## src/rtl/fwft_fifo_param.sv

```systemverilog
`default_nettype none
// ============================================================================
// Module   : fwft_fifo_param
// Purpose  : Parametrised first-word-fall-through FIFO for the LED-board data
//            path. The head-of-queue word is held in a register so it is
//            visible one edge after being written into an empty FIFO, with no
//            read needed to fetch it. Depth can be any integer >= 2.
// Ports    : clk, rst (async, active-high)
//            i_wr_en / i_wr_data        write request and data
//            i_rd_en                    pop / acknowledge of o_rd_data
//            i_err_clr                  synchronous clear of sticky errors
//            o_rd_data                  head word, valid while o_empty = 0
//            o_full / o_empty           count == DEPTH / count == 0
//            o_almost_full / _empty     count >= AFULL / count <= AEMPTY
//            o_count                    words held, head included
//            o_overflow / o_underflow   sticky write-while-full / read-while-empty
// Revision : 1.0 - initial parametrised release
// ============================================================================
module fwft_fifo_param #(
    parameter int WIDTH         = 8,
    parameter int DEPTH         = 66,
    parameter int AFULL_THRESH  = 64,
    parameter int AEMPTY_THRESH = 2,
    localparam int CW           = $clog2(DEPTH + 1)
) (
    input  logic             clk,
    input  logic             rst,
    input  logic             i_wr_en,
    input  logic [WIDTH-1:0] i_wr_data,
    input  logic             i_rd_en,
    input  logic             i_err_clr,
    output logic [WIDTH-1:0] o_rd_data,
    output logic             o_full,
    output logic             o_empty,
    output logic             o_almost_full,
    output logic             o_almost_empty,
    output logic [CW-1:0]    o_count,
    output logic             o_overflow,
    output logic             o_underflow
);

    localparam int          c_PW   = (DEPTH > 2) ? $clog2(DEPTH) : 1;
    localparam logic [c_PW-1:0] c_LAST = c_PW'(DEPTH - 1);

    logic [WIDTH-1:0] r_mem [DEPTH];
    logic [c_PW-1:0]  r_wr_ptr;
    logic [c_PW-1:0]  r_rd_ptr;
    logic [CW-1:0]    r_count;
    logic [WIDTH-1:0] r_head;
    logic             r_overflow;
    logic             r_underflow;

    logic             w_full;
    logic             w_empty;
    logic             w_wr_acc;
    logic             w_rd_acc;
    logic [c_PW-1:0]  w_wr_ptr_nxt;
    logic [c_PW-1:0]  w_rd_ptr_nxt;
    logic [WIDTH-1:0] w_head_nxt;

    // All flags come from the registered count only.
    assign w_full   = (r_count == CW'(DEPTH));
    assign w_empty  = (r_count == '0);

    // Write is refused when full even if a pop happens on the same edge.
    assign w_wr_acc = i_wr_en & ~w_full;
    assign w_rd_acc = i_rd_en & ~w_empty;

    // Explicit wrap so non-power-of-2 depths never index past DEPTH-1.
    assign w_wr_ptr_nxt = (r_wr_ptr == c_LAST) ? '0 : r_wr_ptr + c_PW'(1);
    assign w_rd_ptr_nxt = (r_rd_ptr == c_LAST) ? '0 : r_rd_ptr + c_PW'(1);

    // The storage array holds every queued word including the head; r_head
    // is a registered copy of the word at r_rd_ptr so o_rd_data never sees
    // a combinational path from the request inputs.
    always_comb begin
        w_head_nxt = r_head;
        if (w_rd_acc) begin
            if (r_count == CW'(1)) begin
                // Last word leaves; a same-edge write becomes the new head.
                if (w_wr_acc) begin
                    w_head_nxt = i_wr_data;
                end
            end else begin
                // With two or more words the successor is already stored and
                // cannot collide with this edge's write location.
                w_head_nxt = r_mem[w_rd_ptr_nxt];
            end
        end else if (w_wr_acc && w_empty) begin
            w_head_nxt = i_wr_data;
        end
    end

    // Storage is not reset; its contents are don't-care until written.
    always_ff @(posedge clk) begin
        if (w_wr_acc) begin
            r_mem[r_wr_ptr] <= i_wr_data;
        end
    end

    always_ff @(posedge clk or posedge rst) begin
        if (rst) begin
            r_wr_ptr    <= '0;
            r_rd_ptr    <= '0;
            r_count     <= '0;
            r_head      <= '0;
            r_overflow  <= 1'b0;
            r_underflow <= 1'b0;
        end else begin
            r_head <= w_head_nxt;

            if (w_wr_acc) begin
                r_wr_ptr <= w_wr_ptr_nxt;
            end
            if (w_rd_acc) begin
                r_rd_ptr <= w_rd_ptr_nxt;
            end

            case ({w_wr_acc, w_rd_acc})
                2'b10:   r_count <= r_count + CW'(1);
                2'b01:   r_count <= r_count - CW'(1);
                default: r_count <= r_count;
            endcase

            // A new violation takes priority over a clear in the same cycle.
            if (i_wr_en && w_full) begin
                r_overflow <= 1'b1;
            end else if (i_err_clr) begin
                r_overflow <= 1'b0;
            end

            if (i_rd_en && w_empty) begin
                r_underflow <= 1'b1;
            end else if (i_err_clr) begin
                r_underflow <= 1'b0;
            end
        end
    end

    assign o_rd_data      = r_head;
    assign o_full         = w_full;
    assign o_empty        = w_empty;
    assign o_almost_full  = (r_count >= CW'(AFULL_THRESH));
    assign o_almost_empty = (r_count <= CW'(AEMPTY_THRESH));
    assign o_count        = r_count;
    assign o_overflow     = r_overflow;
    assign o_underflow    = r_underflow;

endmodule
`default_nettype wire
```

## config.mk

```make
export PLATFORM = sky130hd
export DESIGN_NAME = fwft_fifo_param
export DESIGN_NICKNAME = d
export VERILOG_FILES = /design/src/rtl/fwft_fifo_param.sv
export SDC_FILE = /design/constraint.sdc
export NUM_CORES = 1
export LEC_CHECK = 0
export ABC_AREA = 1
export CAP_MARGIN = 30
export CORE_MARGIN = 5
export CORE_UTILIZATION = 40
export DETAILED_ROUTE_END_ITERATION = 12
export SETUP_SLACK_MARGIN = 0.05
export SYNTH_ARGS = -nofsm -noshare
export SYNTH_HDL_FRONTEND = slang
export SYNTH_SLANG_ARGS = --single-unit
```

## constraint.sdc

```tcl
create_clock -name clk -period 2.55 [get_ports clk]
set_input_delay 0.51 -clock clk [delete_from_list [all_inputs] [get_ports clk]]
set_output_delay 0.51 -clock clk [all_outputs]
set_load 0.01 [all_outputs]
```

## After elaboration in Yosys (flattened, before gate mapping)

Memories as Yosys holds them, arrays and structs flattened.
Index checks and enable logic that the tools add are counted.

| storage, ports and cells | value |
|---|---|
| register bits | 31 |
| bits in writable memories | 528 |
| input port bits | 13 |
| output and inout bits | 21 |
| memories kept | 1 |

| operators by class | value |
|---|---|
| $add $sub $neg | 4 |
| order comparisons | 2 |
| equality and inequality tests | 7 |
| muxes and demuxes | 12 |
| bitwise gates (word level) | 4 |
| reduce and logical (&&, ||, !) cells | 9 |

Memories:

| name | depth | bits a word | read ports | clocked after Yosys merged registers in | write ports | RTL line | source |
|---|---|---|---|---|---|---|---|
| r_mem | 66 | 8 | 1 | 0 | 1 | 45 | `logic [WIDTH-1:0] r_mem [DEPTH];` |

Operators by type and width:

| kind | count |
|---|---|
| $mux W8 | 4 |
| $add A7 B1 Y7 const B | 3 |
| $eq A7 B7 Y1 const B | 3 |
| $mux W7 | 2 |
| $pmux W7 S2 | 1 |
| $reduce_bool A2 Y1 | 4 |
| $eq A7 B1 Y1 const B | 1 |
| $ge A7 B7 Y1 const B | 1 |
| $le A7 B2 Y1 const B | 1 |
| $logic_not A7 Y1 | 1 |
| $sub A7 B1 Y7 const B | 1 |
| $mux W1 | 5 |
| $logic_and A1 B1 Y1 | 3 |
| $ne A3 B3 Y1 const B | 1 |
| $and A1 B1 Y1 | 2 |
| $eq A2 B1 Y1 const B | 1 |
| $eq A2 B2 Y1 const B | 1 |
| $not A1 Y1 | 2 |
| $reduce_and A2 Y1 | 1 |

## Longest topological paths before layout

Gate-level depths: netlist of run 1.

| depth | value |
|---|---|
| depth after elaboration | 6 |
| mapped depth | 18 |
| mapped depth without buffers | 17 |

## Worst setup path after synthesis of run 1

OpenSTA, ideal clock, no wires.

| timing path | value |
|---|---|
| kind | register -> register |
| start point | reg r_count[0] (netlist: o_count[0]) |
| end point | mem r_mem[31][0], enable pin |
| setup time | 383 ps |
| arrival | 2256 ps |
| required time | 2167 ps |
| path slack | -90 ps |
| stages on the path, launching flop included | 10 |
| path buffers | 0 |
| clock period less this slack | 2640 ps |
| cells stage by stage | dfrtp_1 -> inv_1 -> ha_1 -> nand3_1 -> nand2_1 -> nor2_1 -> nand3_1 -> nor2_1 -> nand2_1 -> nor3_1 |

| on the way | value |
|---|---|
| word-level cells in the longest chain between the ends | 5 |

Ends and longest elaborated chain:

| item | RTL line | source |
|---|---|---|
| start: declaration | 48 | `logic [CW-1:0] r_count;` |
| start signal: assignment | 120 | `2'b10: r_count <= r_count + CW'(1);` |
| start signal: assignment | 121 | `2'b01: r_count <= r_count - CW'(1);` |
| start signal: assignment | 122 | `default: r_count <= r_count;` |
| $eq A7 B7 Y1 | 62 | `assign w_full = (r_count == CW'(DEPTH));` |
| $not A1 Y1 | 66 | `assign w_wr_acc = i_wr_en & ~w_full;` |
| $and A1 B1 Y1 | 66 |  |
| $mux W1 | 96 | `if (w_wr_acc) begin` |
| $mux W1 (not written as such) | 97 | `r_mem[r_wr_ptr] <= i_wr_data;` |
| end: declaration | 45 |  |

No other way between the ends.

## Worst setup path after layout of run 1

| timing path | value |
|---|---|
| start point | reg r_rd_ptr[1] |
| end point | reg r_head[0] (netlist: o_rd_data[0]) |

| on the way | value |
|---|---|
| word-level cells in the longest chain between the ends | 5 |
| elaborated cells between the ends (all ways) | 6 |
| those cells by class | 1 x add/sub; 1 x eq/ne; 3 x mux; 1 x memory |

Ends and longest elaborated chain:

| item | RTL line | source |
|---|---|---|
| start: declaration | 47 | `logic [c_PW-1:0] r_rd_ptr;` |
| start signal: assignment | 116 | `r_rd_ptr <= w_rd_ptr_nxt;` |
| $add A7 B1 Y7 or $eq A7 B7 Y1 (tied branches) | 71 | `assign w_rd_ptr_nxt = (r_rd_ptr == c_LAST) ? '0 : r_rd_ptr + c_PW'(1);` |
| $mux W7 * | 71 |  |
| $mem_v2 Z66 W8 * | -- |  |
| $mux W8 * | 79 | `if (r_count == CW'(1)) begin` |
| $mux W8 * | 78 | `if (w_rd_acc) begin` |
| end signal: assignment | 110 | `r_head <= w_head_nxt;` |
| end: declaration | 49 | `logic [WIDTH-1:0] r_head;` |

Mark *: on every way between the ends. The rest lies on a longest branch, timed or not.
A chain may end at the register's enable or synchronous reset.

==> results of run 1 <==
==> power by group <==
part / switching (W) / total (W) / internal [W]
Sequential: 0.000330 / 0.0108 / 0.0104
Clock: 0.00348 / 0.00821 / 0.00473
Combinational: 0.00835 / 0.0133 / 0.00493
Total: 0.0122 / 0.0323 / 0.0201
==> repair_timing <==
action,4_1_cts,5_1_grt
cloned,12,7
setup buffers,11,10
pin swaps,8,11
endpoints found under the setup margin,17,52
gates resized for setup,97,56
hold buffers,0,0
==> cells by family after synthesis <==
family / after synthesis / synth area share (%)
AND/OR/NAND/NOR: 1209 / 23.4
flip-flops: 559 / 66.6
buffers and inverters: 476 / 7.66
AO/OA/AOI/OAI: 68 / 1.56
XOR/XNOR: 10 / 0.351
adder cells (fa/ha/maj): 9 / 0.451
==> routing by layer <==
layer	vias up	part of all wire [%]	track usage, %
li1	8298	-	-
met1	9038	41	29.7
met2	792	48	34.8
met3	142	7.6	3.01
met4	0	3.6	7.69
met5	-	0	0
==> Yosys cell counts <==
library cell  count
nand2_4           2
a21oi_1          23
buf_2            58
nor2_2            3
xnor2_1           2
o21ai_2           1
o22ai_1           1
xor2_1            8
buf_1            16
dfrtp_1          31
o2111ai_1         8
nor3_1            7
buf_6             4
a31oi_1           8
nand4_1           6
buf_4             6
nand2_2           1
or2_2            32
nand3b_1        121
edfxtp_1        528
clkinv_1          3
and3_1            2
o21ai_0          25
nand3_1         566
ha_1              9
nand3_2           1
o21ai_1           1
nand2_1         314
a31o_2            1
clkbuf_1         52
inv_2             3
nor2_1          154
inv_1           334
==> worst max path at each step <==
stage	from	end	slack, ns	depth (start not counted)
floorplan	o_count[0]	r_mem[31][0]	-0.09	9
global placement	i_wr_en	r_mem[6][5]	-0.17	7
detailed placement	i_wr_en	r_mem[6][0]	-0.17	7
CTS	o_count[2]	o_empty	0.01	8
global route	r_rd_ptr[0]	o_rd_data[5]	-0.03	17
finish	r_rd_ptr[1]	o_rd_data[0]	0.09	17
==> metrics by stage <==
| stage | area [µm²] | TNS (ns) | power [W] | worst slack, ns |
|---|---|---|---|---|
| finish | 30600 | 0 | 0.0323 | 0.0888 |
| global route | 30600 | -0.0585 | 0.0336 | -0.0310 |
| CTS | 30100 | 0 | 0.0314 | 0.0132 |
| detailed placement | 27400 | -7.66 | 0.0214 | -0.170 |
| global placement | 27400 | -7.28 | 0.0214 | -0.172 |
| floorplan | 25000 | -1.43 | 0.0169 | -0.0896 |
==> state kept, by name, indices dropped and copies added, names as in the netlist <==
| register | count |
|---|---|
| o_count | 7 |
| o_underflow | 1 |
| o_rd_data | 8 |
| o_overflow | 1 |
| r_mem | 528 |
| r_rd_ptr | 7 |
| r_wr_ptr | 7 |
==> layout make-up <==
| cell class | count | area [µm²] |
|---|---|---|
| Clock buffer | 75 | 1580 |
| Clock inverter | 32 | 246 |
| Fill cell | 5413 | 31200 |
| Inverter | 340 | 1300 |
| Multi-Input combinational cell | 1296 | 7020 |
| Sequential cell | 559 | 16600 |
| Tap cell | 837 | 1050 |
| Timing Repair Buffer | 238 | 2790 |
==> results_dict.tcl, run 1 <==
set metrics [dict create \
    p_per_area_nw_per_um2 1050 \
    r2r_start "r_rd_ptr[1]" \
    grt_pass1_vias 17800 \
    fin_crit_ns 2.46 \
    final_common_cell "edfxtp_1" \
    critPathRequiredTime_ns 3.10 \
    hold_path_depth 1 \
    p_leak_nw 12.2 \
    min_from "i_wr_data[5]" \
    rr_worst_depth 17 \
    drv_cap 0 \
    cpMaxStageDelayCell "dfrtp_1" \
    drive_gt1_share_pct 17.1 \
    totalWireLength_mm 74.8 \
    synthToLayoutAreaGrowth_pct 22.6 \
    max_freq_mhz 406 \
    core_area_um2 61800 \
    cts_made_buffers 58 \
    stdcell_count 3377 \
    yosys_warnings 0 \
    cp.buffers_inverters 5 \
    drcViolationCount 0 \
    cp-end-kind "register" \
    rows 91 \
    routedWlPerCell_um 22.2 \
    dieHeight_um 260 \
    synthCells 2331 \
    vias 18300 \
    cpLargestDelayFamily "simple AND/OR/NAND/NOR gates" \
    dieArea_um2 67500 \
    yosysTopAreaCell "edfxtp_1" \
    ioPinCount 34 \
    syn_area_um2 25000 \
    ys_seq_area_share_pct 66.6 \
    dp.cells 3232 \
    fin_crit_sh_pct 96.5 \
    synth_top_cell_area_share_pct 63.5 \
    reg2reg_to "o_rd_data[0]" \
    cts_root_buf "clkbuf_16" \
    synth-seq-cells 559 \
    crit_top_cell "nand3_1" \
    hold-path-endpoint "r_mem[33][5]" \
    overflow 0 \
    htree_num_levels 2 \
    path_class "register to register" \
    grt_usage_pct 21.4 \
    synth_cell_types 33 \
    diodes 0 \
    antenna_found_initial 0 \
    clkTransAtPathRegs_ns 0.06 \
    ant_nets 0 \
    clock_skew_ns 0.0165 \
    peakVddDrop_mv 0.780 \
    critPathLaunchType "register" \
    hold_class "input port to register" \
    grt_pass1_wl_mm 110 \
    gp_congestion 0.888 \
    reg2reg_slack_ns 0.09 \
    rsz0062_at_grt "yes" \
    setup_viol 0 \
    hold_viol_final 0 \
    start_util_pct 40.4 \
    clk_path_buf_depth 3 \
    timing.hold.ws_ns 0.247 \
    cts_sinks 559 \
    crit_path_max_fanout 17 \
    cp_slowest_stage_delay_ns 0.40 \
    status "finished, final reports clean" \
    nets 2515 \
    maxSlewHeadroom_pct 33.9 \
    synth_area_leaders "edfxtp_1 63%, nand3_1 11%, inv_1 5.0%" \
    portBuffers 33 \
    first_pass_iters 6 \
    final_util_pct 49.5 \
    clk_latency_ns 0.62 \
    viasPerCell 5.41 \
    dp_hpwl_mm 44.0 \
    die_x_um 260 \
    tightest_slew_ns 0.990 \
    avgSynthCellArea_um2 10.7 \
    path_cells "inv_1 -> ha_1 -> nand2_1 -> inv_2 -> nand3_4 -> buf_12 -> nand2_4 -> buf_4 -> bufbuf_16 -> nand3_1 -> nand3_1 -> nand3_1 -> nand3_2 -> nand3_1 -> nand3_1 -> nand2_1 -> a21oi_2" \
    slew_viol_final 0 \
    grt_max_degree 96 \
    final_cell_mix "528 x edfxtp_1, 488 x nand3_1, 329 x inv_1" \
    arrival_ns 3.01 \
    drt-initial-drc-count 1800 \
    cts_tree "done" \
    syn-num-nets 2353 \
]
(Power assumes the default switching activity.)
==> inputs of run 2 (changes only) <==
--- a/config.mk
+++ b/config.mk
@@ -8,8 +8,9 @@
 export ABC_AREA = 1
 export CAP_MARGIN = 30
 export CORE_MARGIN = 5
-export CORE_UTILIZATION = 40
+export CORE_UTILIZATION = 49
 export DETAILED_ROUTE_END_ITERATION = 12
+export PLACE_DENSITY = 0.67
 export SETUP_SLACK_MARGIN = 0.05
 export SYNTH_ARGS = -nofsm -noshare
 export SYNTH_HDL_FRONTEND = slang
==> run 2 against run 1 <==
Net effect:
- clock power grew 5.4%
- non-clock buffer count grew 11
- utilization grew 12 points
- via count is 1.6% higher
- critical path type unchanged
- critical endpoint is now o_rd_data[5]
- largest cell class unchanged
==> results_dict.tcl, run 2 (synthesis gave the netlist of run 1 again) <==
set metrics [dict create \
    postCtsHoldBufs 0 \
    synthToLayoutAreaGrowth_pct 23.2 \
    critPathLaunchType "register" \
    drt-initial-drc-count 2636 \
    critPathRequiredTime_ns 3.08 \
    dieArea_um2 55600 \
    tightest_slew_ns 0.718 \
    power_w 0.0332 \
    overflow 0 \
    final_cell_mix "528 x edfxtp_1, 457 x nand3_1, 330 x inv_1" \
    largest_register_ffs 528 \
    setup_viol 0 \
    placed_cell_area_um2 27100 \
    peakVddDrop_mv 0.753 \
    antenna_found_initial 1 \
    cp-end-kind "register" \
    grt_max_degree 69 \
    ioPinCount 34 \
    maxSlewHeadroom_pct 52.1 \
    finalInstanceArea_um2 30800 \
    rows 82 \
    diodes 0 \
    first_pass_iters 7 \
    grt_pass1_vias 17100 \
    arrival_ns 3.04 \
    nets 2527 \
    core_area_um2 50300 \
    worst_slack_ns 0.0389 \
    reg2reg_slack_ns 0.04 \
    startpoint "r_rd_ptr[1]" \
    die_x_um 236 \
    clock_skew_ns 0.0350 \
    slew_viol_final 0 \
    routedWlPerCell_um 23.2 \
    fin_crit_ns 2.51 \
    p_per_area_nw_per_um2 1080 \
    portBuffers 33 \
    r2r_start "r_rd_ptr[1]" \
    ant_nets 0 \
    drv_cap 0 \
    cts_tree "done" \
    fin_crit_sh_pct 98.5 \
    p_leak_nw 12.3 \
    rsz0062_at_grt "yes" \
    regMostFlops "r_mem" \
    cts_sinks 559 \
    dp_hpwl_mm 42.5 \
    drive_gt1_share_pct 19.2 \
    vias 18600 \
    crit_path_max_fanout 14 \
    grt_usage_pct 24.0 \
    gp_congestion 0.903 \
    rr_worst_depth 18 \
    max_freq_mhz 398 \
    clk_path_buf_depth 3 \
    totalWireLength_mm 74.8 \
    min_from "i_wr_data[7]" \
    drcViolationCount 0 \
    viasPerCell 5.75 \
    start_util_pct 49.7 \
    hold_viol_final 0 \
    cts_made_buffers 58 \
    clk_latency_ns 0.64 \
    hold_class "input port to register" \
    final_common_cell "edfxtp_1" \
    hold_path_depth 1 \
    dieHeight_um 236 \
    status "finished, final reports clean" \
    clkTransAtPathRegs_ns 0.06 \
    grt_pass1_wl_mm 103 \
    cts_root_buf "clkbuf_16" \
    path_class "register to register" \
    htree_num_levels 2 \
    pre_cts_ws_ns -0.106 \
]
run 2: changes by cell type in the layout (fill, tap and decap cells not counted), sizes merged:
| cell | before | now |
|---|---|---|
| bufbuf | 6 | 0 |
| bufinv | 4 | 7 |
| clkinvlp | 2 | 3 |
| nand2 | 317 | 318 |
| inv | 337 | 338 |
| clkinv | 29 | 25 |
| clkbuf | 81 | 93 |
| buf | 202 | 207 |
run 2: worst paths after layout:
check | end
hold / removal | r_mem[37][7]
max in group asynchronous | o_count[3]
setup reg to reg | o_rd_data[5]
hold reg to reg | o_underflow
min in group asynchronous | r_rd_ptr[0]
setup / recovery | o_rd_data[5]
run 2: power by group:
group	leakage, nW	switching [W]	internal, W
logic	6.23	0.00874	0.00507
registers	5.12	0.000324	0.0104
clock network	0.950	0.00356	0.00509
run 2: through the flow:
stage | utilization, % | hold WS (ns) | TNS (ns) | cells
4_1_cts | 58.2 | 0.250 | 0 | 3180
6_report | 61.2 | 0.262 | 0 | 3225
3_3_place_gp | 54.0 | 0.511 | -0.378 | 3065
5_1_grt | 61.2 | 0.270 | -0.263 | 3225
3_5_place_dp | 54.0 | 0.526 | -0.357 | 3065
2_1_floorplan | - | 0.496 | -1.43 | 2331
run 2: layer usage:
| layer | up-vias | GRT usage [%] | part of all wire [%] |
|---|---|---|---|
| met2 | 1040 | 38.3 | 47 |
| li1 | 8308 | - | - |
| met4 | 2 | 7.62 | 3.6 |
| met3 | 156 | 3.63 | 9.5 |
| met1 | 9049 | 34.3 | 40 |
| met5 | - | 0 | 0.017 |
run 2: layout make-up:
cell class / count / area (µm²)
clock buffers: 75 / 1590
clock inverters: 33 / 354
fillers: 3963 / 19500
inverters: 340 / 1310
multi-input cells: 1297 / 7190
flip-flops and latches: 559 / 16600
well taps: 672 / 841
repair buffers: 249 / 2860
run 2: timing repair:
item	4_1_cts	5_1_grt
pin swaps	1	35
setup buffers	6	22
resized for setup	24	178
setup endpoints to repair	11	30
cloned	1	24
run 2: worst max-delay path, stage by stage (launching register included):
cell and delay, ns:
dfrtp_1 0.41, inv_2 0.08, ha_4 0.13, nand2_2 0.05
inv_2 0.07, nand3_4 0.19, nand2_8 0.16, buf_12 0.14
buf_12 0.11, clkbuf_16 0.17, nand2_1 0.09, nand3_1 0.08
nand3_1 0.16, nand3_1 0.16, nand3_2 0.12, nand3_1 0.09
nand3_1 0.06, nand2_1 0.08, a21oi_2 0.05
==> inputs of run 3 (changes only) <==
--- a/config.mk
+++ b/config.mk
@@ -5,7 +5,7 @@
 export SDC_FILE = /design/constraint.sdc
 export NUM_CORES = 1
 export LEC_CHECK = 0
-export ABC_AREA = 1
+export ABC_CLOCK_PERIOD_IN_PS = 2550
 export CAP_MARGIN = 30
 export CORE_MARGIN = 5
 export CORE_UTILIZATION = 49
==> run 3 against run 2 <==
Net effect:
- the flow now finishes with violations (negative setup slack)
- final cell count shrank 22%
- clock-buffer cell count shrank 10
- synthesized cell count shrank 35%
- wire length shrank 3.4%
- non-clock buffer count grew 153
- design area shrank 3.9%
- clock skew shrank 0.010 ns
- flip-flop and latch count is the same
- hold slack gained 0.030 ns
- clock power shrank 3.4%
- fmax shrank 11%
- critical path type unchanged
- critical endpoint unchanged
==> results_dict.tcl, run 3 <==
set metrics [dict create \
    synth_flop_cell "edfxtp_1" \
    synth-seq-cells 559 \
    cp.buffers_inverters 6 \
    status "finished, violations left" \
    synthAdderAreaFrac_pct 0.487 \
    violations "negative setup slack" \
    grt_pass1_vias 15800 \
    crit_top_cell "buf_12" \
    final_cell_mix "528 x edfxtp_1, 305 x buf_4, 121 x nor2_1" \
    cpLargestDelayFamily "buffers and inverters" \
    critPathRequiredTime_ns 3.09 \
    overflow 0 \
    yosys_warnings 0 \
    cts_made_buffers 56 \
    grt_usage_pct 27.7 \
    synth_edf_count 528 \
    final_util_pct 63.4 \
    drcViolationCount 0 \
    fin_crit_ns 2.81 \
    htree_num_levels 2 \
    synthTopCellsByCount "528 x edfxtp_1, 132 x nor2_1, 106 x nand2_1, 85 x o21ai_0, 53 x mux2i_1" \
    crit_path_max_fanout 6 \
    internal-power_w 0.0238 \
    hold_viol_final 0 \
    grt_max_degree 67 \
    clock_skew_ns 0.0250 \
    avgSynthCellArea_um2 15.3 \
    ioPinCount 34 \
    syn-num-nets 1536 \
    yosysTopAreaCell "edfxtp_1" \
    first_pass_iters 7 \
    synth_top_family_by_area "compound AO/OA/AOI/OAI gates" \
    r2r_start "r_rd_ptr[0]" \
    ys_seq_area_share_pct 71.9 \
    tightest_slew_ns 0.845 \
    p_leak_nw 10.2 \
    synth_area_leaders "edfxtp_1 69%, mux4_2 4.2%, dfrtp_1 3.4%" \
    wl_met1_mm 27.9 \
    routedWlPerCell_um 28.6 \
    dieArea_um2 51600 \
    arrival_ns 3.34 \
    synth_xor_area_share_pct 0.898 \
    cp_slowest_stage_delay_ns 0.49 \
    critPathLaunchType "register" \
    switching_share_pct 38.0 \
    ant_nets 0 \
    diodes 0 \
    worst_slack_ns -0.258 \
    fin_crit_sh_pct 110 \
    dp_hpwl_mm 47.3 \
    regMostFlops "r_mem" \
    clkTransAtPathRegs_ns 0.07 \
    clk_latency_ns 0.62 \
    grt_pass1_wl_mm 105 \
    portBuffers 33 \
    cp-end-kind "register" \
    rsz0062_at_grt "yes" \
    power_switching_w 0.0146 \
    synthToLayoutAreaGrowth_pct 27.8 \
    cp.depth 14 \
    cts_root_buf "clkbuf_16" \
    yosys.cell_count.top_type "edfxtp_1" \
    power_frac_clock_pct 21.8 \
    path_class "register to register" \
    start_util_pct 49.6 \
    dieHeight_um 227 \
    peakVddDrop_mv 0.696 \
    synth_cell_types 80 \
    gp_congestion 0.985 \
    synth_top_cell_area_share_pct 68.6 \
    rows 79 \
    synthSimpleGateAreaFrac_pct 6.92 \
    nets 1894 \
    max_freq_mhz 356 \
    syn_area_um2 23100 \
    reg2reg_to "o_rd_data[5]" \
    clk_path_buf_depth 3 \
    largest_register_ffs 528 \
    cts_sinks 559 \
    power_w 0.0384 \
    vias 16200 \
    synthCells 1514 \
    reg2reg_slack_ns -0.26 \
    path_cells "buf_6 -> ha_4 -> xor2_4 -> buf_12 -> buf_12 -> buf_12 -> buf_8 -> buf_4 -> mux2i_1 -> o211ai_1 -> a22oi_2 -> o211ai_1 -> nand4_1 -> a31oi_1" \
    rr_worst_depth 14 \
    setup_viol 9 \
    final_common_cell "edfxtp_1" \
    slew_viol_final 0 \
    hold_class "input port to async pin" \
    startpoint "r_rd_ptr[0]" \
    synthMuxAreaShare_pct 7.02 \
    p_comb_share_pct 50.0 \
    cts_tree "done" \
    p_per_area_nw_per_um2 1300 \
    drt-initial-drc-count 2350 \
    route.met2.wl_mm 33.2 \
    core_area_um2 46700 \
    synth_compound_area_share_pct 10.3 \
    seq_power_share_pct 28.2 \
    viasPerCell 6.41 \
    die_x_um 227 \
    cpMaxStageDelayCell "dfrtp_4" \
    crit_end "o_rd_data[5]" \
    drive_gt1_share_pct 33.5 \
    antenna_found_initial 1 \
    maxSlewHeadroom_pct 43.7 \
    top_layer "met4" \
    drv_cap 0 \
    totalWireLength_mm 72.3 \
    wl_met3_mm 7.25 \
    synthArstFlopShare_pct 5.55 \
]
run 3: cell count changes after synthesis, sizes merged, moves of 23 or more:
cell | previous run | this run
mux4 | 0 | 43
a21oi | 23 | 48
clkbuf | 52 | 29
o21ai | 27 | 87
o211ai | 0 | 31
inv | 337 | 12
nand3b | 121 | 2
mux2i | 0 | 53
nand3 | 567 | 38
or2 | 32 | 1
nand2 | 317 | 107
nor2 | 157 | 133
run 3: cells by family (layout without fill, tap and decap cells):
| family | after synthesis | after routing |
|---|---|---|
| AO/OA/AOI/OAI | 348 | 348 |
| XOR/XNOR | 22 | 22 |
| adder cells (fa/ha/maj) | 9 | 9 |
| buffers and inverters | 114 | 517 |
| flip-flops | 559 | 559 |
| multiplexers | 107 | 107 |
| AND/OR/NAND/NOR | 355 | 355 |
run 3: worst min-delay path by stage:
stage / from / end / slack [ns] / cells past startpoint
3_3_place_gp: o_underflow / o_underflow / 0.50 / 1
3_5_place_dp: o_underflow / o_underflow / 0.51 / 1
4_1_cts: rst / r_rd_ptr[2] / 0.28 / 3
5_1_grt: rst / o_count[2] / 0.32 / 3
2_1_floorplan: r_wr_ptr[5] / r_wr_ptr[5] / 0.49 / 1
6_report: rst / o_count[5] / 0.29 / 3
run 3: routing by layer:
metal	vias up	GRT usage, %
li1	6722	-
met1	8100	38.7
met2	1127	43.4
met3	225	4.90
met4	0	11.9
met5	-	0
run 3: area by class of cell:
type | count | area (µm²)
repair buffers | 402 | 3630
flip-flops and latches | 559 | 16600
fillers | 3260 | 17100
clock inverters | 38 | 395
clock buffers | 65 | 1480
multi-input cells | 841 | 6600
well taps | 607 | 759
inverters | 12 | 58.8
run 3: repair_timing:
action / in CTS / in global routing
gates resized for setup: 132 / 69
setup endpoints to repair: 11 / 35
gates cloned: 5 / 1
pin swaps: 39 / 49
hold buffers: 0 / 0
buffers inserted: 40 / 15
run 3: power by group through the flow:
stage	clock network, W	registers [W]	logic (W)
after CTS	0.00845	0.0108	0.0180
after floorplan	0	0.0110	0.00764
final	0.00836	0.0108	0.0192
after global placement	0	0.0110	0.0151
after detailed placement	0	0.0110	0.0152
after global routing	0.00883	0.0109	0.0198
run 3: stage by stage:
step / hold WS [ns] / setup WS (ns) / TNS (ns) / cell area (µm²) / std cells
after floorplan: 0.489 / 0.0214 / 0 / 23200 / 1514
after global placement: 0.499 / -0.772 / -8.08 / 26300 / 2364
after detailed placement: 0.507 / -0.795 / -11.54 / 26300 / 2364
after CTS: 0.275 / -0.224 / -1.32 / 29200 / 2512
after global routing: 0.317 / -0.325 / -2.17 / 29600 / 2524
final: 0.292 / -0.258 / -1.61 / 29600 / 2524
run 3: worst register-to-register path, delay by kind of cell, from the launching register on:
family | cells | cell delay (ns)
XOR/XNOR | 1 | 0.16
AND/OR/NAND/NOR | 1 | 0.23
buffers and inverters | 6 | 0.82
AO/OA/AOI/OAI | 4 | 0.77
flip-flops | 1 | 0.49
multiplexers | 1 | 0.11
adder cells (fa/ha/maj) | 1 | 0.17
